==> src/rtl/eth_rx_drain_pkg.sv <==
// Shared definitions for the receive drain engine.
// Holds the controller register map, access-size codes, FSM state encoding and
// the helper that builds the byte-keep mask for the final beat of a frame.
package eth_rx_drain_pkg;

  // Controller register map
  localparam logic [15:0] RegRxSize  = 16'h1004;
  localparam logic [15:0] RegRxPend  = 16'h1010;
  localparam logic [15:0] RegRxIntEn = 16'h1014;
  localparam logic [15:0] RegBufBase = 16'h0000;

  // Register-port access sizes
  localparam logic [1:0] OpSize4 = 2'b10;
  localparam logic [1:0] OpSize8 = 2'b11;

  typedef enum logic [2:0] {
    StInit   = 3'd0,
    StIdle   = 3'd1,
    StRdPend = 3'd2,
    StRdSize = 3'd3,
    StRdData = 3'd4,
    StStream = 3'd5,
    StClear  = 3'd6,
    StDrop   = 3'd7
  } state_e;

  // Keep mask for the last beat: low 'rem' bytes valid, or all bytes when the
  // frame ends on a word boundary.
  function automatic logic [7:0] last_keep(input logic [2:0] rem);
    return (rem == 3'd0) ? 8'hFF : ((8'h01 << rem) - 8'h01);
  endfunction

endpackage

==> src/rtl/eth_rx_drain.sv <==
// Receive drain engine for ethernet_controller.
// Replaces software polling: on an RX interrupt it confirms the pending flag,
// reads the frame size, reads every buffer word and presents each one as an
// AXI-stream beat (tkeep/tlast on the final beat), then clears the pending
// flag. Zero or oversized frames are dropped and counted.
// Ports:
//   clk_i, reset_i (async, active-high)
//   addr_o/write_en_o/read_en_o/op_size_o/write_data_o : register port out
//   read_data_i/read_data_v_i                          : register port in
//   rx_interrupt_pending_i                             : controller RX irq
//   m_axis_*                                           : frame stream out
//   packets_o/drops_o                                  : wrapping counters
//   busy_o                                             : not in IDLE
module eth_rx_drain
  import eth_rx_drain_pkg::*;
#(
  parameter int unsigned buf_size_p       = 2048,
  parameter int unsigned axis_width_p     = 64,
  parameter int unsigned reg_addr_width_p = 16
) (
  input  logic                        clk_i,
  input  logic                        reset_i,
  output logic [reg_addr_width_p-1:0] addr_o,
  output logic                        write_en_o,
  output logic                        read_en_o,
  output logic [1:0]                  op_size_o,
  output logic [axis_width_p-1:0]     write_data_o,
  input  logic [axis_width_p-1:0]     read_data_i,
  input  logic                        read_data_v_i,
  input  logic                        rx_interrupt_pending_i,
  output logic [axis_width_p-1:0]     m_axis_tdata_o,
  output logic [axis_width_p/8-1:0]   m_axis_tkeep_o,
  output logic                        m_axis_tlast_o,
  output logic                        m_axis_tvalid_o,
  input  logic                        m_axis_tready_i,
  output logic [15:0]                 packets_o,
  output logic [15:0]                 drops_o,
  output logic                        busy_o
);

  localparam int unsigned KeepW = axis_width_p / 8;
  localparam int unsigned CntW  = $clog2(buf_size_p) + 1;

  state_e                      state_q, state_d;
  logic                        issued_q, issued_d;  // read strobe already sent
  logic [CntW-1:0]             words_q, words_d;
  logic [CntW-1:0]             idx_q, idx_d;
  logic [2:0]                  rem_q, rem_d;        // size mod 8
  logic [reg_addr_width_p-1:0] addr_q, addr_d;
  logic                        wr_en_q, wr_en_d;
  logic                        rd_en_q, rd_en_d;
  logic [1:0]                  op_q, op_d;
  logic [axis_width_p-1:0]     wdata_q, wdata_d;
  logic [axis_width_p-1:0]     tdata_q, tdata_d;
  logic [KeepW-1:0]            tkeep_q, tkeep_d;
  logic                        tlast_q, tlast_d;
  logic                        tvalid_q, tvalid_d;
  logic [15:0]                 packets_q, packets_d;
  logic [15:0]                 drops_q, drops_d;
  logic                        busy_q, busy_d;

  logic [31:0] rd_word;
  logic        last_beat;

  assign rd_word   = read_data_i[31:0];
  assign last_beat = (idx_q == words_q - CntW'(1));

  always_comb begin
    state_d   = state_q;
    issued_d  = issued_q;
    words_d   = words_q;
    idx_d     = idx_q;
    rem_d     = rem_q;
    addr_d    = addr_q;
    wr_en_d   = 1'b0;
    rd_en_d   = 1'b0;
    op_d      = op_q;
    wdata_d   = wdata_q;
    tdata_d   = tdata_q;
    tkeep_d   = tkeep_q;
    tlast_d   = tlast_q;
    tvalid_d  = tvalid_q;
    packets_d = packets_q;
    drops_d   = drops_q;

    unique case (state_q)
      StInit: begin
        wr_en_d = 1'b1;
        addr_d  = reg_addr_width_p'(RegRxIntEn);
        op_d    = OpSize4;
        wdata_d = axis_width_p'(1);
        state_d = StIdle;
      end
      StIdle: begin
        issued_d = 1'b0;
        if (rx_interrupt_pending_i) state_d = StRdPend;
      end
      StRdPend: begin
        if (!issued_q) begin
          rd_en_d  = 1'b1;
          addr_d   = reg_addr_width_p'(RegRxPend);
          op_d     = OpSize4;
          issued_d = 1'b1;
        end else if (read_data_v_i) begin
          issued_d = 1'b0;
          state_d  = (rd_word == 32'd1) ? StRdSize : StIdle;
        end
      end
      StRdSize: begin
        if (!issued_q) begin
          rd_en_d  = 1'b1;
          addr_d   = reg_addr_width_p'(RegRxSize);
          op_d     = OpSize4;
          issued_d = 1'b1;
        end else if (read_data_v_i) begin
          issued_d = 1'b0;
          if (rd_word == 32'd0 || rd_word > buf_size_p) begin
            state_d = StDrop;
          end else begin
            // Size is bounded by buf_size_p here, so the cast cannot truncate.
            words_d = CntW'((rd_word + 32'd7) >> 3);
            rem_d   = rd_word[2:0];
            idx_d   = '0;
            state_d = StRdData;
          end
        end
      end
      StRdData: begin
        if (!issued_q) begin
          rd_en_d  = 1'b1;
          addr_d   = reg_addr_width_p'(RegBufBase) + (reg_addr_width_p'(idx_q) << 3);
          op_d     = OpSize8;
          issued_d = 1'b1;
        end else if (read_data_v_i) begin
          issued_d = 1'b0;
          tdata_d  = read_data_i;
          tvalid_d = 1'b1;
          tlast_d  = last_beat;
          tkeep_d  = last_beat ? KeepW'(last_keep(rem_q)) : '1;
          state_d  = StStream;
        end
      end
      StStream: begin
        if (m_axis_tready_i) begin
          tvalid_d = 1'b0;
          tlast_d  = 1'b0;
          if (tlast_q) begin
            state_d = StClear;
          end else begin
            idx_d   = idx_q + CntW'(1);
            state_d = StRdData;
          end
        end
      end
      StClear: begin
        wr_en_d   = 1'b1;
        addr_d    = reg_addr_width_p'(RegRxPend);
        op_d      = OpSize4;
        wdata_d   = axis_width_p'(1);
        packets_d = packets_q + 16'd1;
        state_d   = StIdle;
      end
      StDrop: begin
        wr_en_d = 1'b1;
        addr_d  = reg_addr_width_p'(RegRxPend);
        op_d    = OpSize4;
        wdata_d = axis_width_p'(1);
        drops_d = drops_q + 16'd1;
        state_d = StIdle;
      end
      default: state_d = StInit;
    endcase

    busy_d = (state_d != StIdle);
  end

  always_ff @(posedge clk_i or posedge reset_i) begin
    if (reset_i) begin
      state_q   <= StInit;
      issued_q  <= 1'b0;
      words_q   <= '0;
      idx_q     <= '0;
      rem_q     <= '0;
      addr_q    <= '0;
      wr_en_q   <= 1'b0;
      rd_en_q   <= 1'b0;
      op_q      <= OpSize4;
      wdata_q   <= '0;
      tdata_q   <= '0;
      tkeep_q   <= '0;
      tlast_q   <= 1'b0;
      tvalid_q  <= 1'b0;
      packets_q <= '0;
      drops_q   <= '0;
      busy_q    <= 1'b0;
    end else begin
      state_q   <= state_d;
      issued_q  <= issued_d;
      words_q   <= words_d;
      idx_q     <= idx_d;
      rem_q     <= rem_d;
      addr_q    <= addr_d;
      wr_en_q   <= wr_en_d;
      rd_en_q   <= rd_en_d;
      op_q      <= op_d;
      wdata_q   <= wdata_d;
      tdata_q   <= tdata_d;
      tkeep_q   <= tkeep_d;
      tlast_q   <= tlast_d;
      tvalid_q  <= tvalid_d;
      packets_q <= packets_d;
      drops_q   <= drops_d;
      busy_q    <= busy_d;
    end
  end

  assign addr_o          = addr_q;
  assign write_en_o      = wr_en_q;
  assign read_en_o       = rd_en_q;
  assign op_size_o       = op_q;
  assign write_data_o    = wdata_q;
  assign m_axis_tdata_o  = tdata_q;
  assign m_axis_tkeep_o  = tkeep_q;
  assign m_axis_tlast_o  = tlast_q;
  assign m_axis_tvalid_o = tvalid_q;
  assign packets_o       = packets_q;
  assign drops_o         = drops_q;
  assign busy_o          = busy_q;

endmodule

==> config.mk <==
export PLATFORM = sky130hd
export DESIGN_NAME = eth_rx_drain
export DESIGN_NICKNAME = d
export VERILOG_FILES = /design/src/rtl/eth_rx_drain_pkg.sv /design/src/rtl/eth_rx_drain.sv
export SDC_FILE = /design/constraint.sdc
export NUM_CORES = 1
export LEC_CHECK = 0
export BUFFER_PORTS_ARGS = -buffer_cell sky130_fd_sc_hd__buf_2
export CORE_ASPECT_RATIO = 1.75
export CORE_MARGIN = 10
export CORE_UTILIZATION = 50
export DETAILED_ROUTE_END_ITERATION = 10
export PLACE_DENSITY = 0.77
export SLEW_MARGIN = 20
export SYNTH_ARGS = -nofsm -noshare
export SYNTH_HDL_FRONTEND = slang
export SYNTH_SLANG_ARGS = --single-unit
==> constraint.sdc <==
create_clock -name clk_i -period 5.7 [get_ports clk_i]
set_input_delay 0.855 -clock clk_i [delete_from_list [all_inputs] [get_ports clk_i]]
set_output_delay 0.855 -clock clk_i [all_outputs]
set_load 0.005 [all_outputs]
==> results of run 1 <==
-- cell usage after synthesis, types with 10 or more instances --
master	n	share of area (%)
a31oi_1	10	0.85
dfrtp_1	155	52
o21ai_0	18	1.2
buf_4	67	6.8
xor2_1	28	3.3
xnor2_1	28	3.3
nor2_1	43	2.2
clkbuf_1	29	1.5
a22o_1	10	1.2
nand2_1	246	12
a21oi_1	13	0.88
nand3_1	32	2.2
nor3_1	13	0.88
nor4_1	10	0.85
-- worst paths after layout --
| path | startpoint | end | slack (ns) |
|---|---|---|---|
| worst max-delay path | words_q[0]$_DFFE_PP0P_ | m_axis_tkeep_o[5]$_DFFE_PP0P_ | 2.89 |
| worst min-delay path | write_data_o[0]$_DFFE_PP0P_ | write_data_o[0]$_DFFE_PP0P_ | 0.47 |
| worst max register to register | words_q[0]$_DFFE_PP0P_ | m_axis_tkeep_o[5]$_DFFE_PP0P_ | 2.89 |
| worst min register to register | write_data_o[0]$_DFFE_PP0P_ | write_data_o[0]$_DFFE_PP0P_ | 0.47 |
| max in group asynchronous | reset_i | m_axis_tkeep_o[6]$_DFFE_PP0P_ | 3.86 |
| min in group asynchronous | reset_i | m_axis_tdata_o[60]$_DFFE_PP0P_ | 0.64 |
-- layer usage --
layer / vias up / routed length, µm / global-route usage (%)
li1: 2891 / - / -
met3: 20 / 1390 / 6.07
met4: 0 / 336 / 7.03
met2: 208 / 10200 / 32.6
met1: 2809 / 7180 / 19.3
met5: - / 0 / 0
-- worst reg2reg max path, stage by stage, from the launching register on --
cell,delay (ns)
dfrtp_1,0.44
inv_1,0.08
ha_1,0.24
or4b_4,0.54
or4b_1,0.51
nand2_1,0.07
a311oi_1,0.14
nor3_4,0.42
a41oi_1,0.19
-- sequential cells by signal, summed over array words and instances (netlist names), 3 cells and up --
name            cells
addr_o             13
drops_o            16
idx_q              12
m_axis_tdata_o     64
m_axis_tkeep_o      8
packets_o          16
rem_q               3
state_q             3
words_q            12
-- cell families after synthesis --
group                      share of synthesized area (%)
muxes                                              0.575
xor gates and xnor gates                            6.63
buffers and inverters                               8.99
and+or+nand+nor                                     24.0
AOI/OAI and AO/OA                                   6.58
DFF                                                 52.4
other                                              0.101
adders and majority gates                          0.676
-- report_power, final --
part	leakage [µW]	switching (µW)	internal (µW)	total (µW)
sequential	0.00209	218	1370	1590
clock	0.000267	476	611	1090
combinational	0.00254	467	374	840
total	0.00490	1160	2360	3520
-- cell type report --
type                            count  area, µm²
Fill cell                        1289       5640
Sequential cell                   155       3880
Multi-Input combinational cell    606       3110
Timing Repair Buffer              196        991
Clock buffer                       18        429
Tap cell                          180        225
Clock inverter                     13        134
Inverter                            8       35.0
Antenna cell                        1       2.50
-- through the flow --
| stage | hold WS, ns | cells | cell area [µm²] | setup WS (ns) | util (%) |
|---|---|---|---|---|---|
| after floorplan | 0.465 | 871 | 7640 | 0.667 | - |
| after global placement | 0.447 | 1145 | 8240 | 2.55 | 57.0 |
| after detailed placement | 0.449 | 1145 | 8240 | 2.51 | 57.0 |
| after CTS | 0.469 | 1176 | 8800 | 2.89 | 60.9 |
| after global routing | 0.490 | 1177 | 8800 | 2.62 | 61.0 |
| final | 0.465 | 1177 | 8800 | 2.89 | 61.0 |
==> results.toml, run 1 <==
[placed_design]
portBuffers = 192
gp_congestion = 0.832
dp_hpwl_um = 14200

[power]
p_per_area_nw_per_um2 = 400
p_leak_uw = 0.00490
totalPowerFinal_uw = 3520
vdd_ir_drop_max_mv = 0.197

[timing]
finalHoldViolations = 0
max_freq_mhz = 356
final.period_utilization_pct = 49.2
slew_violations = 0
tightest_slew_ns = 0.955
period_needed_ns = 2.81
rsz0062_at_grt = "no"
setup_violations = 0
slew_headroom_pct = 36.3
finalSetupTns_ns = 0
finalClockSkew_ns = 0.0126

[synthesis]
ys_async_sr_fraction_pct = 100
syn_area_um2 = 7400
synth_cells = 806
synthFlopType = "dfrtp_1"
yosysSeqAreaShare_pct = 52.4
ys_types = 50
synth-edff-count = 0
syn_avg_cell_area_um2 = 9.18
synth-seq-cells = 155
synth_warnings = 0

[grt]
grt_pass1_wl_um = 30600
grt_usage_pct = 18.3
grt_max_degree = 109
grt_pass1_vias = 6064
overflow = 0
antenna_found_initial = 1

[worst_setup_path]
critPathMaxStageDelay_ns = 0.54
path_buf_inv = 1
reg2reg_depth = 8
cp-start-kind = "flop"
end_kind = "flop"
slowest_stage = "or4b_4"
cp.depth = 8
path_max_fanout = 8
required_ns = 5.94
path_class = "reg2reg"
crit_family = "simple AND/OR/NAND/NOR gates"
worstPathArrival_ns = 3.05
path_cells = "inv_1, ha_1, or4b_4, or4b_1, nand2_1, a311oi_1, nor3_4, a41oi_1"

[route]
viasPerCell = 5.04
drt-initial-drc-count = 208
num_vias = 5928
drtAntennaViolNets = 0
wl_um = 19100
wire_per_inst_um = 16.2
dr.pass1.iters = 7
drc = 0

[layout]
nets = 1057
drive_above_1_share_pct = 23.7
final_cell_mix = "nand2_1 (245), buf_2 (192), dfrtp_1 (155), conb_1 (67), nor2_1 (43)"
layout_commonest_cell = "nand2_1"
syn_to_final_growth_pct = 19.0

[clock_network]
htree_levels = 4
clkTransAtPathRegs_ns = 0.07
cts_resized = 0
clk-insertion-delay-late_ns = 0.42
cts_sinks = 155
cts_made_buffers = 17
cts_setup_buffers = 0
cts_buffer_depth = 2
cts_root_buf = "clkbuf_16"
cts_tree = "yes"
hold_buffers = 0

[floorplan]
die_y_um = 181
initial_core_util_pct = 51.2
ioPinCount = 260
fp.dieW_um = 112
row_count = 58
core-area_um2 = 14400
dieArea_um2 = 20300

[outcome]
outcome = "complete, no violations"

[worst_hold_path]
min_path_cells = 1
hp-class = "reg2reg"

[run]
cap_violations = 0
Note: power is estimated with default switching activity, not from simulation.
==> run 2, diff against run 1 <==
Clock period 5.7 ns to 2.72 ns, I/O delays scaled along.
==> run 2 against run 1 <==
Total power rose by 110%. Die area did not move. First-iteration DRC count is 49% higher. Critical endpoint is now m_axis_tlast_o$_DFFE_PP0P_. Largest power group unchanged.
==> results.toml, run 2 (synthesis results as in run 1) <==
[timing]
max_freq_mhz = 398
tightest_slew_ns = 0.518
finalSetupTns_ns = 0
rsz0062_at_grt = "no"
final.period_utilization_pct = 92.3
slew_violations = 0
period_needed_ns = 2.51
finalHoldViolations = 0
slew_headroom_pct = 65.4
setup_violations = 0
finalClockSkew_ns = 0.0122

[placed_design]
placed_cells = 1153
dp_hpwl_um = 14700
place_area_um2 = 8330
gp_congestion = 0.946
portBuffers = 192

[worst_setup_path]
path_class = "reg2reg"
cp-start-kind = "flop"
worstPathArrival_ns = 2.82
path_max_fanout = 8
end_kind = "flop"
required_ns = 3.03

[power]
totalPowerFinal_uw = 7340
p_leak_uw = 0.00493
swShare_pct = 33.6
p_sw_uw = 2460
p_per_area_nw_per_um2 = 825
p_int_uw = 4870
p_comb_share_pct = 25.2
pwr-share-seq_pct = 44.7
vdd_ir_drop_max_mv = 0.528
clkPwrFrac_pct = 30.1

[layout]
utilization_pct = 61.5
nets = 1066
stdcell_area_um2 = 8890
drive_above_1_share_pct = 24.5
diodes = 0
fin_cells = 1186
final_cell_mix = "nand2_1 (245), buf_2 (192), dfrtp_1 (155), conb_1 (67), nor2_1 (43)"
syn_to_final_growth_pct = 20.1
largest_register_ffs = 64
layout_commonest_cell = "nand2_1"

[grt]
grt_max_degree = 92
grt_pass1_vias = 6161
antenna_found_initial = 0
grt_usage_pct = 18.9
grt_pass1_wl_um = 31500
overflow = 0

[route]
drt-initial-drc-count = 310
wl_met3_um = 1660
highest_layer = "met4"
dr.pass1.iters = 5
num_vias = 6057
drc = 0
wl_um = 19600
wire_per_inst_um = 16.5
wl_met1_um = 7110
viasPerCell = 5.11
drtAntennaViolNets = 0
met2_length_um = 10300

[floorplan]
core-area_um2 = 14400
fp.dieW_um = 112
ioPinCount = 260
die_y_um = 181
row_count = 58
dieArea_um2 = 20300
initial_core_util_pct = 51.2

[worst_hold_path]
hp-class = "in2async"

[clock_network]
cts_root_buf = "clkbuf_16"
cts_buffer_depth = 2
cts_sinks = 155
clkTransAtPathRegs_ns = 0.07
htree_levels = 4
clk-insertion-delay-late_ns = 0.43
cts_tree = "yes"
cts_made_buffers = 17

[run]
cap_violations = 0

[outcome]
outcome = "complete, no violations"
[run 2: final cells by class]
type                            count  area [µm²]
Clock buffer                       19         433
Clock inverter                     13         110
Fill cell                        1308        5550
Inverter                            8        33.8
Multi-Input combinational cell    606        3110
Sequential cell                   155        3880
Tap cell                          180         225
Timing Repair Buffer              205        1100
[run 2: path summary, 6_finish.rpt]
kind                                              from                              to  slack, ns  cells after the start
setup / recovery                words_q[1]$_DFFE_PP0P_      m_axis_tlast_o$_DFFE_PP0P_       0.21                      9
hold / removal                                 reset_i  m_axis_tdata_o[55]$_DFFE_PP0P_      0.005                      2
setup reg to reg                words_q[1]$_DFFE_PP0P_      m_axis_tlast_o$_DFFE_PP0P_       0.21                      9
hold reg to reg            write_data_o[0]$_DFFE_PP0P_     write_data_o[0]$_DFFE_PP0P_       0.46                      1
max in group asynchronous                      reset_i          words_q[5]$_DFFE_PP0P_       1.86                      3
min in group clk_i                     read_data_i[41]  m_axis_tdata_o[41]$_DFFE_PP0P_       0.17                      3
[run 2: through the flow]
stage	hold slack [ns]	setup WS (ns)
after global placement	0.449	0.154
final	0.00532	0.210
after global routing	0.0350	0.0599
after floorplan	0.465	0.284
after CTS	0.0131	0.0736
after detailed placement	0.451	0.0915
[run 2: worst max-delay path, cell delays in order, from the launching register on]
cell	delay (ns)
dfrtp_1	0.41
inv_1	0.07
ha_2	0.21
or4b_4	0.51
o21ai_0	0.24
nand2_1	0.08
a311oi_1	0.41
nor3_4	0.04
buf_4	0.18
a32o_1	0.24
[run 2: timing repair]
action | in CTS | in global routing
setup buffers | 0 | 1
hold buffers | 0 | 0
setup endpoints to repair | 0 | 8
gates resized for setup | 0 | 1
[run 2: power by group through the flow]
stage	Sequential, µW	Clock (µW)	Combinational (µW)
floorplan	3280	0	1030
CTS	3280	2240	1890
detailed placement	3310	0	1880
global route	3370	2340	2120
finish	3280	2210	1850
global placement	3300	0	1840
[run 2: layer usage]
metal | vias up | GRT usage, %
li1 | 2898 | -
met3 | 33 | 7.50
met2 | 237 | 33.9
met1 | 2889 | 19.4
met5 | - | 0
met4 | 0 | 6.57
==> run 3, diff against run 2 <==
Settings changed: CTS_BUF_LIST set to sky130_fd_sc_hd__clkbuf_16.
==> run 3 against run 2 <==
Die area stayed put. Sequential share of layout area did not move. Critical path type unchanged. Sequential cell count stayed put. Total power fell by 0.19%. Register-to-register slack about the same. Non-clock buffer count unchanged. Setup slack got worse by 0.0011 ns. Clock skew about the same. Wire length hardly changed. Cell area unchanged. Global-route usage did not move. Core utilization unchanged.
==> results.toml, run 3 (synthesis results as in run 1) <==
[outcome]
outcome = "complete, no violations"

[floorplan]
dieArea_um2 = 20300
core-area_um2 = 14400
row_count = 58
ioPinCount = 260
die_y_um = 181
fp.dieW_um = 112
initial_core_util_pct = 51.2

[timing]
slew_violations = 0
final.period_utilization_pct = 92.3
finalClockSkew_ns = 0.0122
finalSetupTns_ns = 0
tightest_slew_ns = 0.515
period_needed_ns = 2.51
slew_headroom_pct = 65.7
fin_ws_ns = 0.209
max_freq_mhz = 398
timing.hold.ws_ns = 0.00832
rsz0062_at_grt = "no"
setup_violations = 0
finalHoldViolations = 0

[route]
wl_um = 19600
met2_length_um = 10400
drc = 0
highest_layer = "met4"
wl_met3_um = 1680
wire_per_inst_um = 16.5
viasPerCell = 5.11
wl_met1_um = 7100
num_vias = 6061
drt-initial-drc-count = 308
drtAntennaViolNets = 0
dr.pass1.iters = 7

[layout]
fillCellCount = 1308
fin_cells = 1186
final_cell_mix = "nand2_1 (245), buf_2 (192), dfrtp_1 (155), conb_1 (67), nor2_1 (43)"
stdcell_area_um2 = 8890
drive_above_1_share_pct = 24.5
layout_commonest_cell = "nand2_1"
register_area_um2 = 3880
nets = 1066
syn_to_final_growth_pct = 20.1
largest_register_ffs = 64
diodes = 0
multiInputGateArea_um2 = 3110

[clock_network]
cts_made_buffers = 17
hold_buffers = 0
htree_levels = 4
cts_tree = "yes"
cts_buffer_depth = 2
cts_root_buf = "clkbuf_16"
clkTransAtPathRegs_ns = 0.07
clk-insertion-delay-late_ns = 0.42
cts_sinks = 155

[placed_design]
gp_congestion = 0.946
placed_cells = 1153
portBuffers = 192
place_area_um2 = 8330
place_ws_ns = 0.0915
dp_hpwl_um = 14700

[grt]
grt_max_degree = 92
grt_pass1_vias = 6161
antenna_found_initial = 0
grt_pass1_wl_um = 31500
grt_usage_pct = 18.9
overflow = 0

[worst_setup_path]
required_ns = 2.99
cp-start-kind = "flop"
worstPathArrival_ns = 2.78
end_kind = "flop"
path_max_fanout = 8
path_class = "reg2reg"

[power]
p_comb_share_pct = 25.2
pwr-share-seq_pct = 44.8
p_sw_uw = 2460
p_per_area_nw_per_um2 = 824
clkPwrFrac_pct = 30.0
swShare_pct = 33.5
p_int_uw = 4870
vdd_ir_drop_max_mv = 0.524
p_leak_uw = 0.00494

[run]
cap_violations = 0

[worst_hold_path]
hp-class = "in2async"
[run 3: cell types whose count changed in the layout (fill, tap and decap cells not counted), sizes merged]
cell	before	now
clkbuf	19	17
inv	13	15
[run 3: critical path, stage by stage (launching register included)]
cell and delay [ns]:
dfrtp_1 0.41, inv_1 0.07, ha_2 0.21, or4b_4 0.51, or4b_1 0.53, nand2_1 0.07, a311oi_1 0.12, nor3_4 0.13
buf_4 0.18, a41oi_1 0.12
[run 3: metal layers]
layer | up-vias | global-route usage (%)
met2 | 253 | 33.9
met3 | 31 | 7.50
met5 | - | 0
met1 | 2876 | 19.4
met4 | 0 | 6.57
li1 | 2901 | -
[run 3: repair_timing]
item | in CTS | in global routing
resized for setup | 0 | 1
setup buffers | 0 | 1
endpoints found under the setup margin | 0 | 8
[run 3: layout make-up]
class / instances / share of cell area, %
Clock inverter: 15 / 1.32
Clock buffer: 17 / 4.79
Sequential cell: 155 / 43.6
Tap cell: 180 / 2.53
Multi-Input combinational cell: 606 / 35.0
Timing Repair Buffer: 205 / 12.3
Inverter: 8 / 0.380
[run 3: power groups by stage]
stage / combinational, µW / clock [µW] / sequential, µW
6_report: 1850 / 2190 / 3280
5_1_grt: 2120 / 2340 / 3370
4_1_cts: 1890 / 2230 / 3280
3_5_place_dp: 1880 / 0 / 3310
3_3_place_gp: 1840 / 0 / 3300
2_1_floorplan: 1030 / 0 / 3280
[run 3: final timing paths]
path	endpoint	slack (ns)	cells past startpoint	startpoint
worst max-delay path	m_axis_tkeep_o[4]$_DFFE_PP0P_	0.21	9	words_q[1]$_DFFE_PP0P_
worst min-delay path	m_axis_tdata_o[55]$_DFFE_PP0P_	0.008	2	reset_i
worst max register to register	m_axis_tkeep_o[4]$_DFFE_PP0P_	0.21	9	words_q[1]$_DFFE_PP0P_
worst min register to register	write_data_o[0]$_DFFE_PP0P_	0.46	1	write_data_o[0]$_DFFE_PP0P_
max in group asynchronous	words_q[5]$_DFFE_PP0P_	1.85	3	reset_i
min in group clk_i	m_axis_tdata_o[41]$_DFFE_PP0P_	0.17	3	read_data_i[41]
[run 3: per-stage QoR]
stage	power (µW)	util [%]
6_report	7320	61.5
5_1_grt	7820	61.5
4_1_cts	7400	61.5
3_5_place_dp	5190	57.7
3_3_place_gp	5130	57.7
2_1_floorplan	4310	-
